<file path="config.mk">
export PLATFORM = sky130hd
export DESIGN_NAME = dma_reader
export DESIGN_NICKNAME = d
export VERILOG_FILES = /design/src/rtl/dma_reader.sv
export SDC_FILE = /design/constraint.sdc
export NUM_CORES = 1
export LEC_CHECK = 0
export CORE_ASPECT_RATIO = 1.5
export CORE_UTILIZATION = 54
export DETAILED_ROUTE_END_ITERATION = 8
export PLACE_DENSITY = 0.94
export SETUP_SLACK_MARGIN = 0.4
export SYNTH_ARGS = -nofsm -noshare
export SYNTH_HDL_FRONTEND = slang
export SYNTH_SLANG_ARGS = --single-unit
</file>
<file path="constraint.sdc">
create_clock -name clk -period 5.4 [get_ports clk]
set_input_delay 0.81 -clock clk [delete_from_list [all_inputs] [get_ports clk]]
set_output_delay 0.81 -clock clk [all_outputs]
set_load 0.1 [all_outputs]
</file>
<file path="src/rtl/dma_reader.sv">
// dma_reader: fetches one row of RAM words from a latched base address and streams them out over valid/ready.
// Ports:
//   clk, rst          rising-edge clock, asynchronous active-high reset
//   start             request one row (sampled only when idle)
//   base_address      first RAM address of the row, latched on start
//   ram_enable        RAM read strobe (one cycle per word)
//   ram_write         always 0, this block only reads
//   ram_address       RAM address, base + word index modulo 2^addr_width
//   ram_data          RAM read data, valid the cycle after ram_enable
//   out_section       current output word
//   out_valid         out_section is valid
//   out_ready         downstream accepts out_section
//   busy              high whenever not idle
//   done              one-cycle pulse after the last word is accepted
module dma_reader #(
    parameter int block_size = 16,
    parameter int row_size   = 512,
    parameter int addr_width = 16
) (
    input  logic                  clk,
    input  logic                  rst,
    input  logic                  start,
    input  logic [addr_width-1:0] base_address,
    output logic                  ram_enable,
    output logic                  ram_write,
    output logic [addr_width-1:0] ram_address,
    input  logic [block_size-1:0] ram_data,
    output logic [block_size-1:0] out_section,
    output logic                  out_valid,
    input  logic                  out_ready,
    output logic                  busy,
    output logic                  done
);
    localparam int n = row_size / block_size;
    // One spare bit so the index width is never zero and i+1 never overflows.
    localparam int iw = $clog2(n + 1);
    localparam logic [iw-1:0] last = iw'(n - 1);

    typedef enum logic [2:0] {IDLE, FETCH, CAPTURE, SEND, DONE} state_t;

    state_t                state;
    logic [iw-1:0]         i;
    logic [addr_width-1:0] base;

    assign ram_write = 1'b0;

    always_ff @(posedge clk or posedge rst) begin
        if (rst) begin
            state       <= IDLE;
            i           <= '0;
            base        <= '0;
            ram_enable  <= 1'b0;
            ram_address <= '0;
            out_section <= '0;
            out_valid   <= 1'b0;
            busy        <= 1'b0;
            done        <= 1'b0;
        end else begin
            case (state)
                IDLE: if (start) begin
                    base        <= base_address;
                    i           <= '0;
                    ram_enable  <= 1'b1;
                    ram_address <= base_address;
                    busy        <= 1'b1;
                    state       <= FETCH;
                end
                FETCH: begin
                    ram_enable <= 1'b0;
                    state      <= CAPTURE;
                end
                CAPTURE: begin
                    out_section <= ram_data;
                    out_valid   <= 1'b1;
                    state       <= SEND;
                end
                SEND: if (out_ready) begin
                    out_valid <= 1'b0;
                    if (i == last) begin
                        done  <= 1'b1;
                        state <= DONE;
                    end else begin
                        // Address of the next word is issued together with the FETCH state.
                        i           <= i + 1'b1;
                        ram_enable  <= 1'b1;
                        ram_address <= base + addr_width'(i + 1'b1);
                        state       <= FETCH;
                    end
                end
                DONE: begin
                    done  <= 1'b0;
                    busy  <= 1'b0;
                    state <= IDLE;
                end
                default: state <= IDLE;
            endcase
        end
    end
endmodule

</file>
==> results of run 1 <==
## Yosys cell counts, drive strengths merged, types with 2 or more instances
master	n
and3	4
nor3	4
ha	7
inv	7
xor2	3
nor4	2
nand3	5
dfrtp	61
nand2	64
xnor2	10
clkbuf	4
a22oi	8
a21oi	15
buf	11
o21ai	16
nor4b	2
o21a	3
nand4	3
o311ai	2
mux2	17
o31ai	2
nor2	23
nand3b	3
a31oi	2
a21o	4
## sequential cells by signal (all words and copies together) (netlist names)
register / count
ram_address: 16
i: 6
state: 3
base: 16
done: 1
ram_enable: 1
out_section: 16
out_valid: 1
busy: 1
## cells by family after synthesis
| kind of cell | Yosys count | share of synthesized area (%) |
|---|---|---|
| AND/OR/NAND/NOR | 116 | 17.6 |
| AO/OA/AOI/OAI | 67 | 15.8 |
| flip-flops | 61 | 48.5 |
| buffers and inverters | 22 | 4.53 |
| multiplexers | 18 | 6.40 |
| XOR/XNOR | 13 | 3.62 |
| adder cells (fa/ha/maj) | 8 | 3.42 |
| other | 1 | 0.119 |
## worst max-delay path: cells and delay by family
kind,cells,cell delay (ps)
compound gates,2,360
buf+inv,1,580
simple gates,2,1140
## per-stage QoR
step | setup slack (ps) | area, µm²
2_1_floorplan | 3080 | 3150
3_3_place_gp | 2460 | 3840
3_5_place_dp | 2340 | 3840
4_1_cts | 2670 | 4020
5_1_grt | 2480 | 4020
6_report | 2690 | 4020
## area by class of cell
cell class	instances	share of cell area (%)
Sequential cell	61	38.0
Multi-Input combinational cell	223	36.7
Timing Repair Buffer	73	18.0
Clock buffer	14	4.29
Tap cell	70	2.18
Inverter	7	0.653
Clock inverter	1	0.124
## layer usage
layer  global-route usage, %  up-vias
met5                       0        -
li1                        -     1216
met1                    28.1     1256
met3                    8.13       21
met2                    44.9      120
met4                    13.5        0
## path summary, 6_finish.rpt
path	from	end	slack (ps)	cells past startpoint
min	ram_address[2]	ram_address[2]	490	2
min reg2reg	ram_address[2]	ram_address[2]	490	2
max in group asynchronous	rst	done	3890	3
min in group asynchronous	rst	out_section[4]	1000	3
max reg2reg	i[0]	ram_address[10]	3050	9
max	start	ram_address[9]	2690	5
==> flow_summary.json, run 1 <==
{
  "syn_avg_cell_area_um2": 10.3,
  "antenna_found_initial": 0,
  "post_cts_buffers": 0,
  "synth.distinct_cells": 63,
  "route.met3.wl_um": 563,
  "clk_path_buf_depth": 2,
  "yosys_warnings": 0,
  "finalNetCount": 419,
  "yosysTopAreaCellShare_pct": 48.5,
  "die-area_um2": 6140,
  "maxCapViolations": 0,
  "routed_wl_um": 7170,
  "skew_ps": 4.69,
  "drc": 0,
  "synth_async_sr_flop_share_pct": 100,
  "netlist_top_cells_area": "dfrtp_1, nand2_1, mux2_2",
  "fmax_mhz": 369,
  "highest_layer": "met4",
  "chipWidth_um": 64.3,
  "synth_top_area_cell": "dfrtp_1",
  "ant_nets": 0,
  "layoutNonFillerInstCount": 449,
  "clock-root-buffer": "clkbuf_8",
  "first_pass_iters": 5,
  "multi_input_area_um2": 1480,
  "hold_viol": 0,
  "fin_hold_ws_ps": 486,
  "chipHeight_um": 95.5,
  "worstPathArrival_ps": 2900,
  "gp_congestion": 0.870,
  "worstSetupStartpointType": "primary input",
  "synthCells": 306,
  "slowest_delay_ps": 910,
  "start_util_pct": 56.9,
  "clk_pin_slew_ps": 60,
  "final_cell_mix": "clkdlybuf4s50_1, nand2_1, dfrtp_1",
  "rows": 33,
  "drive_above_1_share_pct": 13.2,
  "track_usage_pct": 25.9,
  "drtIter0Drc": 153,
  "cp_max_fo": 20,
  "synth_nets": 350,
  "clock_sinks": 61,
  "cpMaxStageDelayCell": "nor4b_4",
  "rsz0062_at_grt": "false",
  "ys_seq_area_share_pct": 48.5,
  "grt_pass1_wl_um": 12000,
  "grt_max_degree": 62,
  "tns_ps": 0,
  "avgRoutedWirePerCell_um": 16.0,
  "cts_repair_resize_count": 0,
  "synth_flop_cell": "dfrtp_1",
  "vias": 2613,
  "dp_hpwl_um": 4940,
  "crit_required_ps": 5590,
  "end_kind": "register",
  "hp-class": "register to register",
  "worstMarginPinSlew_ps": 1080,
  "overflow": 0,
  "path_class": "primary input to register",
  "clkLatencyLatePin_ps": 340,
  "setup_viol_count_final": 0,
  "fin_util_pct": 72.7,
  "cts-htree-levels": 3,
  "period_minus_slack_ps": 2710,
  "syn_area_um2": 3150,
  "seq_area_um2": 1530,
  "place_inst": 434,
  "core_area_um2": 5530,
  "cts_tree": "done",
  "ys_ff_latch": 61,
  "path_cells": "clkdlybuf4s50_1 > nor4b_4 > nor2_4 > a22oi_1 > o21ai_0",
  "port_buffers": 71,
  "wl_met1_um": 2750,
  "routed-wl-met2_um": 3640,
  "ioPinCount": 73,
  "fin_crit_sh_pct": 50.2,
  "layout_commonest_cell": "clkdlybuf4s50_1",
  "grt_pass1_vias": 2674,
  "diodes": 0,
  "syn_to_final_growth_pct": 27.8,
  "synth-edff-count": 0,
  "slew_headroom_pct": 27.7,
  "slew_violations": 0,
  "via_per_inst": 5.82,
  "status": "finished, final reports clean",
  "fillers": 421,
  "cts_buffers": 9,
  "ctsHoldBuffers": 0
}
Power of run 1 is not shown: default switching activity piles up to over one toggle a cycle in this logic, so the estimate is an artifact.
==> run 2: changes to the inputs <==
--- a/config.mk
+++ b/config.mk
@@ -6,9 +6,9 @@
 export NUM_CORES = 1
 export LEC_CHECK = 0
 export CORE_ASPECT_RATIO = 1.5
-export CORE_UTILIZATION = 54
+export CORE_UTILIZATION = 50
 export DETAILED_ROUTE_END_ITERATION = 8
-export PLACE_DENSITY = 0.94
+export PLACE_DENSITY = 0.89
 export SETUP_SLACK_MARGIN = 0.4
 export SYNTH_ARGS = -nofsm -noshare
 export SYNTH_HDL_FRONTEND = slang
==> constraint.sdc (replaced) <==
create_clock -name clk -period 2.6 [get_ports clk]
set_input_delay 0.39 -clock clk [delete_from_list [all_inputs] [get_ports clk]]
set_output_delay 0.39 -clock clk [all_outputs]
set_load 0.1 [all_outputs]
==> flow_summary.json, run 2 (synthesized netlist as in run 1, its figures left out) <==
{
  "core_area_um2": 6090,
  "clk_path_buf_depth": 2,
  "fillers": 467,
  "start_util_pct": 51.7,
  "final_cell_mix": "nand2_1, dfrtp_1, buf_4",
  "ioPinCount": 73,
  "layoutNonFillerInstCount": 463,
  "dp_hpwl_um": 5180,
  "chipWidth_um": 66.8,
  "cts_tree": "done",
  "fin_crit_sh_pct": 79.7,
  "track_usage_pct": 24.4,
  "overflow": 0,
  "r2r-start": "i[1]",
  "period_minus_slack_ps": 2070,
  "skew_ps": 9.10,
  "chipHeight_um": 99.2,
  "rrSetupSlack_ps": 530,
  "tns_ps": 0,
  "avgRoutedWirePerCell_um": 15.6,
  "clock_sinks": 61,
  "status": "finished, final reports clean",
  "clock-root-buffer": "clkbuf_8",
  "slew_violations": 0,
  "grt_pass1_vias": 2746,
  "drtIter0Drc": 173,
  "syn_to_final_growth_pct": 28.2,
  "worst-r2r-cell-count": 6,
  "top_regs": "base (16), out_section (16), ram_address (16)",
  "place_inst": 443,
  "routed_wl_um": 7210,
  "antenna_found_initial": 0,
  "worstSetupStartpointType": "register",
  "maxCapViolations": 0,
  "crit_required_ps": 2830,
  "hp-class": "primary input to asynchronous set/reset pin",
  "placed_area_um2": 3800,
  "port_buffers": 71,
  "rsz0062_at_grt": "false",
  "setup_viol_count_final": 0,
  "cts-htree-levels": 3,
  "crit_end": "ram_address[13]",
  "first_pass_iters": 4,
  "grt_pass1_wl_um": 12400,
  "crit_start": "i[1]",
  "diodes": 0,
  "hold_viol": 0,
  "ant_nets": 0,
  "end_kind": "register",
  "grt_max_degree": 23,
  "finalNetCount": 429,
  "cp_max_fo": 6,
  "die-area_um2": 6620,
  "drive_above_1_share_pct": 25.2,
  "gp_congestion": 0.915,
  "clk_pin_slew_ps": 70,
  "cts_buffers": 9,
  "layout_commonest_cell": "nand2_1",
  "fmax_mhz": 482,
  "vias": 2576,
  "worstPathArrival_ps": 2300,
  "r2r-end": "ram_address[13]",
  "fin_area_um2": 4030,
  "rows": 35,
  "clkLatencyLatePin_ps": 340,
  "via_per_inst": 5.56,
  "drc": 0,
  "path_class": "register to register"
}
-- run 2: metal layers --
layer  up-vias  global-route usage [%]  share of wire (%)
met3        11                    6.65                5.6
li1       1225                       -                  -
met5         -                       0                  0
met1      1241                    30.1                 41
met2        99                    39.5                 52
met4         0                    10.5                1.8
-- run 2: worst max-delay path: stages, from the launching register on --
cell and delay [ps]:
dfrtp_1 460, ha_1 320, nor2b_1 180, o31ai_4 390, a21oi_2 150, nor4b_2 180, o32a_1 290
-- run 2: what timing repair did --
| action | 4_1_cts | 5_1_grt |
|---|---|---|
| buffers inserted | 1 | 4 |
| endpoints found under the setup margin | 2 | 13 |
| pin swaps | 0 | 5 |
| gates resized for setup | 0 | 2 |
| gates cloned | 0 | 0 |
| hold buffers | 0 | 0 |
-- run 2: cell type report --
class / count / area, µm² / area share (%)
inverters: 7 / 26.3 / 0.652
clock buffers: 14 / 173 / 4.28
flip-flops and latches: 61 / 1530 / 37.9
well taps: 74 / 92.6 / 2.30
clock inverters: 1 / 5.00 / 0.124
multi-input cells: 223 / 1490 / 36.9
repair buffers: 83 / 723 / 17.9
-- run 2: through the flow --
step	utilization, %	setup WS, ps	hold WS [ps]
after global routing	66.2	398	440
after global placement	62.4	408	463
after detailed placement	62.4	343	469
final	66.2	527	386
after CTS	65.4	418	402
after floorplan	-	515	450
-- run 2: worst min-delay path by stage --
stage | startpoint | endpoint | slack, ps | cells after the start
2_1_floorplan | base[2] | base[2] | 450 | 2
3_3_place_gp | out_valid | out_valid | 460 | 1
3_5_place_dp | out_valid | out_valid | 470 | 1
4_1_cts | rst | ram_address[9] | 400 | 2
5_1_grt | rst | base[9] | 440 | 2
6_report | rst | ram_address[5] | 390 | 2
Power of run 2 is left out for the same reason.
